$ cat src/rtl/parity_frame_tx_ctrl_if.sv
// Word handshake between a producer (master) and parity_frame_tx_ctrl (slave).
// valid/ready: a word moves on any rising edge where in_valid and in_ready are
// both high; the master holds in_data/in_valid stable until that edge.
interface parity_frame_tx_ctrl_if #(
  parameter int DATA_WIDTH = 4
);
  logic [DATA_WIDTH-1:0] in_data;
  logic                  in_valid;
  logic                  in_ready;

  modport master (output in_data, output in_valid, input in_ready);
  modport slave  (input in_data, input in_valid, output in_ready);
endinterface

$ cat src/rtl/parity_frame_tx_ctrl.sv
// Serial frame transmitter: start bit, data LSB-first, even parity, stop bit.
// Each bit is held for CLKS_PER_BIT cycles.
// Optional macro PARITY_ERR_INJECT_EN adds inject_err, which (when sampled
// high at accept) inverts the parity bit on the line for that frame only.
module parity_frame_tx_ctrl #(
  parameter int DATA_WIDTH   = 4,
  parameter int CLKS_PER_BIT = 1
) (
  input  logic                   clk,
  input  logic                   rst,
  parity_frame_tx_ctrl_if.slave  bus,
`ifdef PARITY_ERR_INJECT_EN
  input  logic                   inject_err,
`endif
  output logic                   tx_out,
  output logic                   parity_out,
  output logic                   busy,
  output logic                   frame_done,
  output logic [2:0]             state_dbg
);

  typedef enum logic [2:0] {
    S_IDLE   = 3'd0,
    S_START  = 3'd1,
    S_DATA   = 3'd2,
    S_PARITY = 3'd3,
    S_STOP   = 3'd4
  } state_t;

  localparam int DIV_W = (CLKS_PER_BIT > 1) ? $clog2(CLKS_PER_BIT) : 1;
  localparam int BIT_W = (DATA_WIDTH > 1) ? $clog2(DATA_WIDTH) : 1;
  localparam logic [DIV_W-1:0] DIV_LAST = DIV_W'(CLKS_PER_BIT - 1);
  localparam logic [BIT_W-1:0] BIT_LAST = BIT_W'(DATA_WIDTH - 1);

  state_t                state_q, state_d;
  logic [DIV_W-1:0]      div_q;
  logic [BIT_W-1:0]      bit_q;
  logic [DATA_WIDTH-1:0] shreg_q, shreg_d;
  logic                  line_par_q;
  logic                  accept;
  logic                  tick;
  logic                  inj;

`ifdef PARITY_ERR_INJECT_EN
  assign inj = inject_err;
`else
  assign inj = 1'b0;
`endif

  // Only IDLE accepts, so in_ready is a pure decode of the state.
  assign accept = bus.in_valid && (state_q == S_IDLE);
  // Last cycle of the current bit period.
  assign tick   = (div_q == DIV_LAST);

  // State register.
  always_ff @(posedge clk) begin
    if (rst) state_q <= S_IDLE;
    else     state_q <= state_d;
  end

  // Next-state: advance one state per bit period; DATA spans DATA_WIDTH periods.
  always_comb begin
    state_d = state_q;
    case (state_q)
      S_IDLE:   if (accept) state_d = S_START;
      S_START:  if (tick) state_d = S_DATA;
      S_DATA:   if (tick && (bit_q == BIT_LAST)) state_d = S_PARITY;
      S_PARITY: if (tick) state_d = S_STOP;
      S_STOP:   if (tick) state_d = S_IDLE;
      default:  state_d = S_IDLE;
    endcase
  end

  // Status outputs decoded from the current state.
  always_comb begin
    bus.in_ready = (state_q == S_IDLE);
    busy         = (state_q != S_IDLE);
    frame_done   = (state_q == S_STOP) && tick;
    state_dbg    = state_q;
  end

  // Divider runs 0..CLKS_PER_BIT-1 in every non-idle state; bit counter only in DATA.
  always_ff @(posedge clk) begin
    if (rst || (state_q == S_IDLE) || tick) div_q <= '0;
    else                                    div_q <= div_q + 1'b1;
  end

  // Bit counter for the data phase.
  always_ff @(posedge clk) begin
    if (rst || (state_q != S_DATA))  bit_q <= '0;
    else if (tick)                   bit_q <= (bit_q == BIT_LAST) ? '0 : bit_q + 1'b1;
  end

  // Shift register next value: load on accept, shift right at each data bit boundary.
  always_comb begin
    shreg_d = shreg_q;
    if (accept)                           shreg_d = bus.in_data;
    else if ((state_q == S_DATA) && tick) shreg_d = shreg_q >> 1;
  end

  // Datapath registers: shift register and parity captured at accept.
  always_ff @(posedge clk) begin
    if (rst) begin
      shreg_q    <= '0;
      parity_out <= 1'b0;
      line_par_q <= 1'b0;
    end else begin
      shreg_q <= shreg_d;
      if (accept) begin
        parity_out <= ^bus.in_data;
        line_par_q <= (^bus.in_data) ^ inj;
      end
    end
  end

  // Registered line driver: value for the state being entered on this edge.
  always_ff @(posedge clk) begin
    if (rst) begin
      tx_out <= 1'b1;
    end else begin
      case (state_d)
        S_START:  tx_out <= 1'b0;
        S_DATA:   tx_out <= shreg_d[0];
        S_PARITY: tx_out <= line_par_q;
        default:  tx_out <= 1'b1;
      endcase
    end
  end

endmodule

$ cat src/flat_wrapper.sv
// flat-port wrapper written by rule: the top's interface ports become plain ports
module parity_frame_tx_ctrl_flat 
#(
  parameter int DATA_WIDTH   = 4,
  parameter int CLKS_PER_BIT = 1
)
  (clk, rst, tx_out, parity_out, busy, frame_done, state_dbg, bus_in_data, bus_in_valid, bus_in_ready);
  parity_frame_tx_ctrl_if #(.DATA_WIDTH(DATA_WIDTH)) bus_i ();
  input  logic clk;
  input  logic rst;
  output logic tx_out;
  output logic parity_out;
  output logic busy;
  output logic frame_done;
  output logic [2:0] state_dbg;
  input wire logic [$bits(bus_i.in_data)-1:0] bus_in_data;
  input wire logic [$bits(bus_i.in_valid)-1:0] bus_in_valid;
  output wire logic [$bits(bus_i.in_ready)-1:0] bus_in_ready;
  assign bus_i.in_data = bus_in_data;
  assign bus_i.in_valid = bus_in_valid;
  assign bus_in_ready = bus_i.in_ready;
  parity_frame_tx_ctrl #(.DATA_WIDTH(DATA_WIDTH), .CLKS_PER_BIT(CLKS_PER_BIT)) u_core (.clk(clk), .rst(rst), .bus(bus_i), .tx_out(tx_out), .parity_out(parity_out), .busy(busy), .frame_done(frame_done), .state_dbg(state_dbg));
endmodule
$ cat config.mk
export PLATFORM = sky130hd
export DESIGN_NAME = parity_frame_tx_ctrl_flat
export DESIGN_NICKNAME = d
export VERILOG_FILES = /design/src/rtl/parity_frame_tx_ctrl_if.sv /design/src/rtl/parity_frame_tx_ctrl.sv /design/src/flat_wrapper.sv
export SDC_FILE = /design/constraint.sdc
export NUM_CORES = 1
export LEC_CHECK = 0
export CAP_MARGIN = 20
export CORE_UTILIZATION = 28
export CTS_CLUSTER_SIZE = 40
export DETAILED_ROUTE_END_ITERATION = 8
export SYNTH_ARGS = -nofsm -noshare
export SYNTH_HDL_FRONTEND = slang
export SYNTH_SLANG_ARGS = --single-unit
$ cat constraint.sdc
create_clock -name clk -period 3.7 [get_ports clk]
set_clock_uncertainty 0.15 [all_clocks]
set_input_delay 0.37 -clock clk [delete_from_list [all_inputs] [get_ports clk]]
set_output_delay 0.37 -clock clk [all_outputs]
set_load 0.03 [all_outputs]
==> results.toml <==
[setup_path]
reg2reg_slack_ps = 1950
crit_fanout = 11
critPathTopFamily = "buffers and inverters"
crit_path_cell_trace = "nor3_1, clkdlybuf4s50_1"
worst_path_max_delay_cell = "clkdlybuf4s50_1"
r2r_start = "u_core.state_dbg[1]"
rr_worst_depth = 4
critPathBufInv = 1
worstReg2RegEnd = "u_core.tx_out"
cp-end-kind = "output pin"
critPathRequiredTime_ps = 3180
critPathArrivalTime_ps = 1910
path_class = "flop to output pin"
critPathLaunchType = "flop"
critPathMaxStageDelay_ps = 770

[placed_design]
dp.cells = 106
hpwl_um = 888
place.gp.congestion = 0.726
portBuffers = 14
pre_cts_slack_ps = 1550

[floorplanning]
fp.dieW_um = 48.6
io_pins = 15
start_util_pct = 30.3
die_h_um = 48.6
dieArea_um2 = 2360
row_count = 16
core-area_um2 = 2000

[finish]
final_common_cell = "clkdlybuf4s50_1"
drive_gt1_share_pct = 6.02
stdcell_count = 110
multi_input_area_um2 = 332
antenna_cells = 0
final_nets = 92
final_util_pct = 39.4
mostFrequentLayoutCells = "14 x clkdlybuf4s50_1, 12 x dfxtp_1, 9 x nor2_1"
area.growth.synth_to_final_pct = 30.1
seqCellArea_um2 = 240
n_fill_cell = 199

[clock_network]
hold_buffers = 0
root_buffer = "clkbuf_4"
cts_tree = "built"
post_cts_resized = 0
clk_pin_slew_worst_paths_ps = 80
cts_max_level = 1
cts_max_path_buffers = 2
numCtsBuffers = 3
cts_sinks = 12
clkLatencyLatePin_ps = 280
post_cts_buffers = 0

[global_routing]
antenna_found_initial = 0
grt_max_degree = 12
grt_pass1_wl_mm = 2.17
grt_use_total_pct = 12.0
grt_pass1_vias = 504
grt-ovfl-total = 0

[power]
clock_power_share_pct = 31.2
p_leak_nw = 0.290
power.internal_uw = 236
seqPwrFrac_pct = 45.2
comb_power_share_pct = 23.6
p_switching_uw = 97.4
p_per_area_nw_per_um2 = 423
ir_drop_v = 0.000150
p_sw_share_pct = 29.2

[worst_hold_path]
hp-class = "flop to flop"
whs_endpoint = "u_core.shreg_q[3]"
whs_path_depth = 2
min-delay-start = "u_core.shreg_q[3]"

[drt]
dr.first_iter.drc_count = 15
via_per_inst = 4.79
dr.pass1.iters = 4
drc_errors = 0
avgRoutedWirePerCell_um = 11.1
routed_wirelength_mm = 1.22
num_vias = 527
drtAntennaViolNets = 0

[timing]
rsz0062_at_grt = "no"
hold_viol_final = 0
min_period_over_period_pct = 65.7
setup_ws_ps = 1270
tns_ps = 0
slew_viol_final = 0
final-setup-viol-count = 0
period_needed_ps = 2430
max_freq_mhz = 411

[yosys]
synth_top_area_share_pct = 39.6
post-synth-top-area-cell = "dfxtp_1"
synth_cell_type_count = 27
synth-seq-cells = 12
netlist_area_um2 = 607
synth_area_leaders = "dfxtp_1 40%, mux2i_1 6.6%, nor2_1 5.6%, nor4b_4 3.9%, a211oi_1 3.7%"
syn_inst = 69
ys_warn_count = 0
synth_fp_nets = 77
avgSynthCellArea_um2 = 8.79
yosysSeqAreaShare_pct = 39.6

[job]
drv_cap = 0

[status]
status = "completed"
-- cell usage after synthesis --
cell      count
a31oi_1       2
nand2_1       4
buf_4         1
a21oi_1       4
mux2i_1       4
nand3b_1      3
buf_6         1
nor2_1        9
nand3_1       2
nor3_1        4
nor4_1        2
xor2_1        2
nor2b_1       1
buf_2         1
conb_1        1
or2b_1        1
nand2b_1      2
ha_1          1
o21ai_0       1
xnor2_1       2
nor4b_4       1
buf_1         1
a221o_1       1
dfxtp_1      12
a211oi_1      3
o22ai_1       1
inv_1         2
-- per-stage QoR --
| step | power (mW) | hold WS (ps) | area (um^2) |
|---|---|---|---|
| floorplan | 0.204 | 311 | 607 |
| global placement | 0.232 | 328 | 753 |
| detailed placement | 0.233 | 336 | 753 |
| CTS | 0.337 | 349 | 790 |
| global route | 0.354 | 391 | 790 |
| finish | 0.334 | 348 | 790 |
-- power groups by stage --
stage               Clock, mW  Combinational, mW  Sequential, mW
floorplan                   0             0.0462           0.158
global route            0.115             0.0859           0.153
CTS                     0.107             0.0793           0.151
detailed placement          0             0.0789           0.154
global placement            0             0.0793           0.153
finish                  0.104             0.0788           0.151
-- worst min-delay path, stage by stage (launching register included) --
cell      delay [ps]
dfxtp_1          320
nand3b_1          80
a21oi_1           60
-- logic make-up (layout without fill, tap and decap cells) --
family | Yosys count | count (layout) | synth area share [%]
AOI/OAI and AO/OA | 12 | 12 | 12.6
xor gates and xnor gates | 4 | 4 | 5.77
adders and majority gates | 1 | 1 | 2.06
buffers and inverters | 6 | 20 | 5.77
DFF | 12 | 12 | 39.6
muxes | 4 | 4 | 6.60
other | 1 | 1 | 0.618
and+or+nand+nor | 29 | 29 | 27.0
-- registers in the layout, indices dropped and copies added, names as in the netlist --
signal and cells:
u_core.div_q 1, u_core.bit_q 2, u_core.state_dbg 3, u_core.shreg_q 4
u_core.parity_out 1, u_core.tx_out 1
-- layer usage --
metal / vias to the layer above / global-route usage, % / part of all wire (%)
met5: - / 0 / 0
met4: 0 / 8.82 / 0
met3: 0 / 2.83 / 3.0
met2: 14 / 16.9 / 46
met1: 239 / 15.9 / 51
li1: 274 / - / -
-- worst max-delay path by stage --
stage,from,to,slack [ps],cells past startpoint
5_1_grt,u_core.state_dbg[1],bus_in_ready,1100,2
6_report,u_core.state_dbg[1],bus_in_ready,1270,2
3_5_place_dp,u_core.state_dbg[1],bus_in_ready,1550,2
2_1_floorplan,u_core.state_dbg[1],busy,1330,3
4_1_cts,u_core.state_dbg[1],bus_in_ready,1260,2
3_3_place_gp,u_core.state_dbg[1],bus_in_ready,1580,2
-- layout make-up --
class,count,area share [%]
Multi-Input combinational cell,51,42.0
Clock buffer,4,4.60
Timing Repair Buffer,14,17.7
Inverter,2,0.951
Tap cell,27,4.28
Sequential cell,12,30.4
Power figures use the tool's default switching activity.
